$ cat src/rtl/mem_arb_pkg.sv
// mem_arbiter shared types.
// State and grant encodings plus counter sizing.
package mem_arb_pkg;

  typedef enum logic [1:0] {
    IDLE,
    BUSY,
    DONE
  } state_e;

  typedef enum logic {
    GNT_FETCH,
    GNT_DATA
  } gnt_e;

  function automatic int cnt_w(input int lat);
    return (lat > 1) ? $clog2(lat) : 1;
  endfunction

endpackage

$ cat src/rtl/mem_arbiter.sv
// Round-robin arbiter for fetch and data
// requesters sharing one fixed-latency memory.
module mem_arbiter
  import mem_arb_pkg::*;
#(
  parameter int LATENCY = 4,
  parameter int AW      = 16,
  parameter int DW      = 16
) (
  input  logic          clk,
  input  logic          rst_n,
  input  logic          f_req,
  input  logic [AW-1:0] f_addr,
  output logic          f_ack,
  output logic [DW-1:0] f_rdata,
  input  logic          d_req,
  input  logic          d_wr,
  input  logic [AW-1:0] d_addr,
  input  logic [DW-1:0] d_wdata,
  output logic          d_ack,
  output logic [DW-1:0] d_rdata,
  output logic          mem_enable,
  output logic          mem_wr,
  output logic [AW-1:0] mem_addr,
  output logic [DW-1:0] mem_wdata,
  input  logic [DW-1:0] mem_rdata
);

  localparam int CW = cnt_w(LATENCY);
  localparam logic [CW-1:0] CNT_LOAD = CW'(LATENCY - 1);

  state_e        state_q, state_d;
  gnt_e          gnt_q, gnt_d;
  gnt_e          last_q, last_d;
  gnt_e          gnt_sel;
  logic [CW-1:0] cnt_q, cnt_d;
  logic          f_ack_q, f_ack_d;
  logic          d_ack_q, d_ack_d;
  logic [DW-1:0] f_rdata_q, f_rdata_d;
  logic [DW-1:0] d_rdata_q, d_rdata_d;
  logic          en_q, en_d;
  logic          wr_q, wr_d;
  logic [AW-1:0] addr_q, addr_d;
  logic [DW-1:0] wdata_q, wdata_d;

  // Next-state, grant selection and registered output values.
  always_comb begin
    state_d   = state_q;
    gnt_d     = gnt_q;
    last_d    = last_q;
    cnt_d     = cnt_q;
    f_ack_d   = 1'b0;
    d_ack_d   = 1'b0;
    f_rdata_d = f_rdata_q;
    d_rdata_d = d_rdata_q;
    en_d      = en_q;
    wr_d      = wr_q;
    addr_d    = addr_q;
    wdata_d   = wdata_q;
    gnt_sel   = GNT_FETCH;
    if (f_req && d_req) begin
      gnt_sel = (last_q == GNT_FETCH) ? GNT_DATA : GNT_FETCH;
    end else if (d_req) begin
      gnt_sel = GNT_DATA;
    end
    unique case (state_q)
      IDLE: begin
        if (f_req || d_req) begin
          state_d = BUSY;
          gnt_d   = gnt_sel;
          last_d  = gnt_sel;
          cnt_d   = CNT_LOAD;
          en_d    = 1'b1;
          wr_d    = d_wr && (gnt_sel == GNT_DATA);
          addr_d  = (gnt_sel == GNT_DATA) ? d_addr : f_addr;
          wdata_d = d_wdata;
        end
      end
      BUSY: begin
        if (cnt_q == '0) begin
          state_d = DONE;
          en_d    = 1'b0;
          wr_d    = 1'b0;
          if (gnt_q == GNT_FETCH) begin
            f_ack_d   = 1'b1;
            f_rdata_d = mem_rdata;
          end else begin
            d_ack_d = 1'b1;
            if (!wr_q) d_rdata_d = mem_rdata;
          end
        end else begin
          cnt_d = cnt_q - 1'b1;
        end
      end
      DONE: state_d = IDLE;
      default: state_d = IDLE;
    endcase
  end

  // State and output registers; async reset drops the access.
  always_ff @(posedge clk or negedge rst_n) begin
    if (!rst_n) begin
      state_q   <= IDLE;
      gnt_q     <= GNT_FETCH;
      last_q    <= GNT_FETCH;
      cnt_q     <= '0;
      f_ack_q   <= 1'b0;
      d_ack_q   <= 1'b0;
      f_rdata_q <= '0;
      d_rdata_q <= '0;
      en_q      <= 1'b0;
      wr_q      <= 1'b0;
      addr_q    <= '0;
      wdata_q   <= '0;
    end else begin
      state_q   <= state_d;
      gnt_q     <= gnt_d;
      last_q    <= last_d;
      cnt_q     <= cnt_d;
      f_ack_q   <= f_ack_d;
      d_ack_q   <= d_ack_d;
      f_rdata_q <= f_rdata_d;
      d_rdata_q <= d_rdata_d;
      en_q      <= en_d;
      wr_q      <= wr_d;
      addr_q    <= addr_d;
      wdata_q   <= wdata_d;
    end
  end

  assign f_ack      = f_ack_q;
  assign d_ack      = d_ack_q;
  assign f_rdata    = f_rdata_q;
  assign d_rdata    = d_rdata_q;
  assign mem_enable = en_q;
  assign mem_wr     = wr_q;
  assign mem_addr   = addr_q;
  assign mem_wdata  = wdata_q;

endmodule

$ cat config.mk
export PLATFORM = sky130hd
export DESIGN_NAME = mem_arbiter
export DESIGN_NICKNAME = d
export VERILOG_FILES = /design/src/rtl/mem_arb_pkg.sv /design/src/rtl/mem_arbiter.sv
export SDC_FILE = /design/constraint.sdc
export NUM_CORES = 1
export LEC_CHECK = 0
export CAP_MARGIN = 20
export CORE_MARGIN = 2
export CORE_UTILIZATION = 31
export CTS_CLUSTER_SIZE = 25
export DETAILED_ROUTE_END_ITERATION = 16
export PLACE_DENSITY = 0.67
export REMOVE_ABC_BUFFERS = 1
export SLEW_MARGIN = 15
export SYNTH_ARGS = -nofsm -noshare
export SYNTH_HDL_FRONTEND = slang
export SYNTH_SLANG_ARGS = --single-unit
$ cat constraint.sdc
create_clock -name clk -period 4.95 [get_ports clk]
set_input_delay 1.2375 -clock clk [delete_from_list [all_inputs] [get_ports clk]]
set_output_delay 1.2375 -clock clk [all_outputs]
set_load 0.05 [all_outputs]
# --- Word-level counts from Yosys, hierarchy flattened ---
# Cells that the tools add are included.
totals:
  input_bits: 69
  mem_count: 0
  reg_bits: 73
  latch_bits: 0
  elab_cells: 50
  rom_bits: 0
  ramBits: 0
op_classes:
  multipliers: 0
  reduce_logical: 12
  div_mod_pow: 0
  shift: 0
  addsub: 1
  n_eq_ne: 4
  order_cmp: 0
  n_bitwise: 2
  muxes: 20
ops:
  columns: ["cell", "n"]
  rows:
  - ["$mux W16", 1]
  - ["$mux W1", 11]
  - ["$reduce_and A3 Y1", 3]
  - ["$mux W2", 4]
  - ["$pmux W2 S2", 2]
  - ["$ne A2 B2 Y1 const B", 3]
  - ["$logic_not A2 Y1", 2]
  - ["$pmux W1 S2", 2]
  - ["$reduce_and A2 Y1", 2]
  - ["$reduce_and A4 Y1", 1]
  - ["$eq A2 B1 Y1 const B", 1]
  - ["$logic_and A1 B1 Y1", 2]
  - ["$not A1 Y1", 2]
  - ["$reduce_bool A2 Y1", 1]
  - ["$sub A2 B1 Y2 const B", 1]
  - ["$logic_or A1 B1 Y1", 1]

# --- Logic depth before layout (Yosys ltp) ---
# Gate-level depths: netlist of the first run.
logic_depth:
  word_depth: 5
  ltp_mapped: 6
  mapped_depth_nobuf: 5

# --- Least setup slack after synthesis of the first run ---
# OpenSTA, ideal clock, no wires.
synth_timing:
  kind: "input -> register"
  start: "input d_req"
  end: "register addr_q[10] (netlist: mem_addr[10])"
  t_arrival_ps: 2231
  path_stages: 5
  path_buffers: 2
  path_slack_ps: 2594
  required_time_ps: 4825
  setup_ps: 125
  path_cell_list: "a21bo_1 -> buf_6 -> buf_6 -> mux2_2 -> mux2_2"
synth_between:
  elab_chain_len: 3
  word_cells_on_any_way: 6
synth_rtl:
  columns: ["item", "line", "source"]
  rows:
  - ["from (decl)", "mem_arbiter.sv:16", "input logic d_req,"]
  - ["$mux W1 / $logic_and A1 B1 Y1 (equally long branches)", "mem_arbiter.sv:63, mem_arbiter.sv:61", null]
  - ["$mux W1", "mem_arbiter.sv:61", "if (f_req && d_req) begin"]
  - ["$mux W16", "mem_arbiter.sv:75", "addr_d = (gnt_sel == GNT_DATA) ? d_addr : f_addr;"]
  - ["to (signal assigned)", "mem_arbiter.sv:126", "addr_q <= addr_d;"]
  - ["to (decl)", "mem_arbiter.sv:43", "logic [AW-1:0] addr_q, addr_d;"]
# Parallel ways exist; a longest one is shown, timed or not.
# A chain may end at the register's enable or synchronous reset.

# --- Final worst setup path of the first run ---
layout_timing:
  start: "register wr_q (netlist: mem_wr)"
  end: "output mem_wr"
layout_rtl:
  columns: ["item", "line", "source"]
  rows:
  - ["from (decl)", "mem_arbiter.sv:42", "logic wr_q, wr_d;"]
  - ["from (signal assigned)", "mem_arbiter.sv:125", "wr_q <= wr_d;"]
  - ["to (decl)", "mem_arbiter.sv:23", "output logic mem_wr,"]
# No word-level cell between the ends.

==> impl_metrics.py, run 1 <==
metrics = {
    "placed_design": {
        "dpl.hpwl_mm": 4.92,
        "gp_congestion": 0.765,
        "port-buffer-count": 136,
    },
    "min_path": {
        "worstHoldPathCells": 1,
        "timing.hold.worst.class": "flop to flop",
    },
    "cts": {
        "cts.sink_count": 73,
        "max_buffers_root_to_sink": 2,
        "cts_tree": "yes",
        "clock_insertion_delay_at_the_later_pin_of_the_skew_report_ns": 0.33,
        "postCtsHoldBufs": 0,
        "cts-htree-levels": 3,
        "cts_resized": 0,
        "cts_inserted_buffers": 9,
        "cts_root_buf": "clkbuf_8",
        "cts.reportedPaths.clkPinSlew_ns": 0.08,
        "post-cts-setup-buffer-count": 0,
    },
    "critical_path": {
        "start_kind": "flop",
        "timing.critical_path.to_type": "output pin",
        "path_delay_family": "buffers and inverters",
        "crit_cells": 1,
        "timing.critical_path.cells": "clkdlybuf4s50_1",
        "crit_fanout": 3,
        "critPathArrivalTime_ns": 1.60,
        "critPathSlowestCell": "clkdlybuf4s50_1",
        "critical_path.max_stage_delay_ns": 0.84,
        "worst_reg_to_reg_path_cell_count": 5,
        "worstPathBufferInverterCount": 1,
        "path_class": "flop to output pin",
        "worst_ep_required_time_ns": 3.71,
    },
    "die": {
        "die_height_um": 103,
        "initial_utilization_pct": 31.6,
        "design.core.area_mm2": 0.00968,
        "floorplan.io_pins": 137,
        "chipWidth_um": 103,
        "row_count": 36,
        "fp.dieArea_mm2": 0.0107,
    },
    "yosys": {
        "synth-compound-area-share_pct": 1.11,
        "synth.area.mux_share_pct": 31.8,
        "synthesis.area_mm2": 0.00306,
        "synth_cell_type_count": 26,
        "postSynthCellCount": 188,
        "synth.ff_latch_count": 73,
        "synth.top_cell.area_share_pct": 59.8,
        "yosys.area_share.xor_xnor_pct": 0,
        "synth-warning-count": 0,
        "synth_seq_area_share_pct": 59.8,
        "synth_top_family_by_area": "multiplexers",
        "post_synth_fa_ha_maj_area_fraction_pct": 0.819,
        "post_synth.cell_area_avg_um2": 16.3,
        "synth_top_cell_by_area": "dfrtp_1",
        "post_synth_main_area_contributors": "dfrtp_1 60%, mux2_2 26%, mux2_4 4.9%",
        "synth_simple_gate_area_share_pct": 3.52,
    },
    "status": {
        "status": "completed",
    },
    "sta": {
        "slew_headroom_pct": 38.4,
        "finalWorstPathRequiredPeriod_ns": 2.84,
        "rsz0062_at_grt": "false",
        "worst_pin_slew_ns": 0.924,
        "fin_worst_hold_slack_ns": 0.482,
        "setup_total_negative_slack_ns": 0,
        "hold_viol_final": 0,
        "finalSetupViolCount": 0,
        "max_clock_freq_mhz": 352,
        "final.period_utilization_pct": 57.4,
        "clock_skew_ns": 0.00975,
        "final_number_of_max_transition_violations": 0,
    },
    "cells_and_area": {
        "post_route_cells_drive_above_1_share_pct": 30.8,
        "layout.cells.most_common_list": "135 x clkdlybuf4s50_1, 73 x dfrtp_1, 71 x mux2_2",
        "ff_latch_area_mm2": 0.00183,
        "multiInputGateArea_mm2": 0.00114,
        "utilization_pct": 48.6,
        "final_nets": 400,
        "mostFrequentLayoutCell": "clkdlybuf4s50_1",
        "antennaDiodeCount": 0,
        "area_growth_pct": 54.1,
        "layout.filler_cells": 886,
    },
    "global_routing": {
        "first_global_vias": 2158,
        "first_pass_grt_wire_length_mm": 10.9,
        "overflow": 0,
        "antenna_found_initial": 0,
        "grt_usage_pct": 13.5,
        "grt_start_max_net_pins": 74,
    },
    "pwr": {
        "powerDensity_mw_per_mm2": 780,
        "leakagePower_nw": 1.94,
        "max-vdd-ir-drop_uv": 368,
    },
    "job": {
        "max_cap_violations": 0,
    },
    "route": {
        "detailroute.via_count": 2049,
        "detail_route.iter0.violations": 39,
        "route.detailed.drc": 0,
        "antenna_left": 0,
        "wirelength_mm": 6.96,
        "via_per_inst": 4.39,
        "drt_pre_antenna_iters": 4,
        "detail_route.wl_per_cell_um": 14.9,
    },
}
-- logic make-up (layout without fill, tap and decap cells) --
logic type	count (synthesis)	in the layout
multiplexers	83	83
flip-flops	73	73
buffers and inverters	12	158
adder cells (fa/ha/maj)	2	2
AO/OA/AOI/OAI	4	4
AND/OR/NAND/NOR	14	14
-- report_power, final --
part	switching (mW)	internal, mW
combinational	1.32	0.859
sequential	0.172	0.891
clock	0.223	0.212
-- routing by layer --
layer,part of all wire (%),vias up,routed length [um],GRT usage [%]
li1,-,947,-,-
met5,0,-,0,0
met4,1.9,0,133,5.57
met2,49,67,3400,21.7
met1,42,1028,2930,16.6
met3,7.0,7,485,4.84
-- through the flow --
step	instance area, um2	std cells	worst slack [ns]	power, mW
2_1_floorplan	2980	180	1.79	2.52
3_3_place_gp	4530	451	1.80	3.24
3_5_place_dp	4530	451	1.77	3.27
4_1_cts	4710	467	2.10	3.72
5_1_grt	4710	467	2.04	3.87
6_report	4710	467	2.11	3.68
-- sequential cells by signal, summed over array words and instances, names as in the netlist, 2 cells and up --
signal and flops:
state_q 2, cnt_q 2, d_rdata 16, mem_wdata 16, f_rdata 16, mem_addr 16
-- layout make-up --
type	count	share of cell area (%)
well taps	133	3.53
flip-flops and latches	73	38.8
inverters	4	0.319
clock inverters	3	0.531
clock buffers	13	3.37
repair buffers	138	29.2
multi-input cells	103	24.3
-- path summary, 6_finish.rpt --
| check | from | to | slack [ns] |
|---|---|---|---|
| setup reg to reg | cnt_q[0]$_DFFE_PN0P_ | f_rdata[9]$_DFFE_PN0P_ | 2.89 |
| setup / recovery | mem_wr$_DFFE_PN0P_ | mem_wr | 2.11 |
| min in group asynchronous | rst_n | mem_wdata[14]$_DFFE_PN0P_ | 1.01 |
| hold / removal | mem_enable$_DFFE_PN0P_ | mem_enable$_DFFE_PN0P_ | 0.48 |
| max in group asynchronous | rst_n | mem_addr[2]$_DFFE_PN0P_ | 3.30 |
| hold reg to reg | mem_enable$_DFFE_PN0P_ | mem_enable$_DFFE_PN0P_ | 0.48 |
-- synth_stat cells --
cell     number
nand2_1       2
buf_8         1
a21bo_1       1
mux2i_1       1
buf_2         1
o22a_1        1
a21o_1        1
mux2_2       71
mux2_1        1
nor4_4        1
buf_4         3
nor2_1        2
ha_1          2
buf_6         3
nor3_1        2
inv_1         3
mux2_4       10
nor3b_1       1
o31ai_1       1
nor3_4        1
nor3_2        1
and2_1        1
dfrtp_1      73
nor2b_1       2
or3b_2        1
inv_2         1
Power figures use the tool's default switching activity.
==> run 2, diff against run 1 <==
--- a/config.mk
+++ b/config.mk
@@ -10,7 +10,7 @@
 export CORE_UTILIZATION = 31
 export CTS_CLUSTER_SIZE = 25
 export DETAILED_ROUTE_END_ITERATION = 16
-export PLACE_DENSITY = 0.67
+export PLACE_DENSITY = 0.69
 export REMOVE_ABC_BUFFERS = 1
 export SLEW_MARGIN = 15
 export SYNTH_ARGS = -nofsm -noshare
==> constraint.sdc (replaced) <==
create_clock -name clk -period 2.4 [get_ports clk]
set_input_delay 0.6 -clock clk [delete_from_list [all_inputs] [get_ports clk]]
set_output_delay 0.6 -clock clk [all_outputs]
set_load 0.05 [all_outputs]
==> impl_metrics.py, run 2 (synthesis gave the netlist of run 1 again) <==
metrics = {
    "cts": {
        "cts_resized": 0,
        "max_buffers_root_to_sink": 2,
        "cts.reportedPaths.clkPinSlew_ns": 0.07,
        "cts_tree": "yes",
        "cts-htree-levels": 3,
        "cts.sink_count": 73,
        "cts_inserted_buffers": 9,
        "post-cts-setup-buffer-count": 0,
        "cts_root_buf": "clkbuf_8",
        "postCtsHoldBufs": 0,
        "clock_insertion_delay_at_the_later_pin_of_the_skew_report_ns": 0.33,
    },
    "global_routing": {
        "grt_start_max_net_pins": 44,
        "overflow": 0,
        "antenna_found_initial": 0,
        "grt_usage_pct": 13.2,
        "first_global_vias": 2170,
        "first_pass_grt_wire_length_mm": 10.7,
    },
    "critical_path": {
        "critPathSlowestCell": "clkdlybuf4s50_1",
        "timing.critical_path.cells": "clkdlybuf4s50_1",
        "critPathArrivalTime_ns": 1.57,
        "worst_ep_required_time_ns": 1.80,
        "path_class": "flop to output pin",
        "path_delay_family": "buffers and inverters",
        "timing.critical_path.to_type": "output pin",
        "crit_fanout": 3,
        "worstPathBufferInverterCount": 1,
        "start_kind": "flop",
        "critical_path.max_stage_delay_ns": 0.83,
    },
    "pwr": {
        "max-vdd-ir-drop_uv": 698,
        "comb_pwr_share_pct": 59.2,
        "internal-power_mw": 4.15,
        "power_frac_clock_pct": 12.3,
        "power.net_switching_mw": 3.51,
        "powerDensity_mw_per_mm2": 1600,
        "power_frac_seq_pct": 28.5,
        "p_sw_share_pct": 45.8,
        "leakagePower_nw": 1.97,
    },
    "route": {
        "drt_pre_antenna_iters": 3,
        "antenna_left": 0,
        "wirelength_mm": 6.94,
        "route.detailed.drc": 0,
        "detail_route.wl_per_cell_um": 14.8,
        "detailroute.via_count": 2045,
        "detail_route.iter0.violations": 29,
        "via_per_inst": 4.35,
    },
    "job": {
        "max_cap_violations": 0,
    },
    "sta": {
        "worst_pin_slew_ns": 0.538,
        "finalWorstPathRequiredPeriod_ns": 2.17,
        "hold_viol_final": 0,
        "finalSetupViolCount": 0,
        "clock_skew_ns": 0.0104,
        "slew_headroom_pct": 64.0,
        "final.period_utilization_pct": 90.3,
        "max_clock_freq_mhz": 461,
        "rsz0062_at_grt": "false",
        "setup_ws_ns": 0.232,
        "setup_total_negative_slack_ns": 0,
        "final_number_of_max_transition_violations": 0,
        "fin_worst_hold_slack_ns": 0.199,
    },
    "die": {
        "die_height_um": 103,
        "row_count": 36,
        "design.core.area_mm2": 0.00968,
        "floorplan.io_pins": 137,
        "chipWidth_um": 103,
        "initial_utilization_pct": 31.6,
        "fp.dieArea_mm2": 0.0107,
    },
    "min_path": {
        "timing.hold.worst.class": "input port to async pin",
    },
    "cells_and_area": {
        "layout.cells.most_common_list": "135 x clkdlybuf4s50_1, 73 x dfrtp_1, 71 x mux2_2",
        "antennaDiodeCount": 0,
        "final_cells": 470,
        "mostFrequentLayoutCell": "clkdlybuf4s50_1",
        "fin_area_mm2": 0.00477,
        "final_nets": 403,
        "post_route_cells_drive_above_1_share_pct": 31.2,
        "area_growth_pct": 56.3,
        "layout.filler_cells": 861,
    },
    "placed_design": {
        "dpl.hpwl_mm": 4.91,
        "standard_cell_area_after_detailed_placement_mm2": 0.00459,
        "placed_cells": 454,
        "placement.setup.worst_slack_ns": 0.201,
        "port-buffer-count": 136,
        "gp_congestion": 0.728,
    },
    "status": {
        "status": "completed",
    },
}
## run 2: changes by cell type in the layout (fill, tap and decap cells not counted), sizes merged
| cell | before | now |
|---|---|---|
| buf | 3 | 6 |
| bufinv | 0 | 1 |
| clkinvlp | 1 | 0 |
## run 2: stage by stage
stage | power (mW) | util, %
final | 7.66 | 49.3
after global routing | 8.05 | 49.3
after CTS | 7.76 | 49.3
after detailed placement | 6.79 | 47.4
after global placement | 6.73 | 47.4
after floorplan | 5.20 | -
## run 2: final timing paths
path	end	slack, ns	cells past startpoint	startpoint
setup / recovery	mem_wr	0.23	1	mem_wr$_DFFE_PN0P_
hold / removal	mem_wdata[14]$_DFFE_PN0P_	0.20	1	rst_n
setup reg to reg	d_rdata[5]$_DFFE_PN0P_	0.61	6	cnt_q[0]$_DFFE_PN0P_
hold reg to reg	mem_enable$_DFFE_PN0P_	0.48	1	mem_enable$_DFFE_PN0P_
max in group asynchronous	mem_addr[1]$_DFFE_PN0P_	1.62	2	rst_n
min in group clk	mem_enable$_DFFE_PN0P_	0.48	1	mem_enable$_DFFE_PN0P_
## run 2: power groups by stage
stage	clock (mW)	combinational, mW	sequential, mW
2_1_floorplan	0	1.04	4.16
5_1_grt	1.04	4.74	2.27
3_3_place_gp	0	4.54	2.19
4_1_cts	0.980	4.59	2.20
6_report	0.942	4.54	2.18
3_5_place_dp	0	4.58	2.21
## run 2: final cells by class
class	count	area, um2	area share [%]
Tap cell	133	166	3.49
Clock buffer	13	149	3.12
Clock inverter	3	40.0	0.839
Multi-Input combinational cell	103	1140	24.0
Timing Repair Buffer	141	1430	30.0
Sequential cell	73	1830	38.3
Inverter	4	15.0	0.314
## run 2: per-layer routing
metal,track usage [%],vias up,share of wire (%)
met2,21.6,58,51
met3,3.70,4,5.1
met4,4.55,0,0.65
met5,0,-,0
li1,-,953,-
met1,16.8,1030,43
==> run 3, diff against run 2 <==
==> constraint.sdc (replaced) <==
create_clock -name clk -period 2.4 [get_ports clk]
set_input_delay 0.48 -clock clk [delete_from_list [all_inputs] [get_ports clk]]
set_output_delay 0.48 -clock clk [all_outputs]
set_load 0.05 [all_outputs]
==> results of run 3 <==
Same layout as run 2 (identical final DEF). Status: completed.
Main changes from that run: setup slack after placement 0.201 ns -> 0.321 ns; setup slack after layout 0.232 ns -> 0.352 ns; hold slack 0.199 ns -> 0.0786 ns
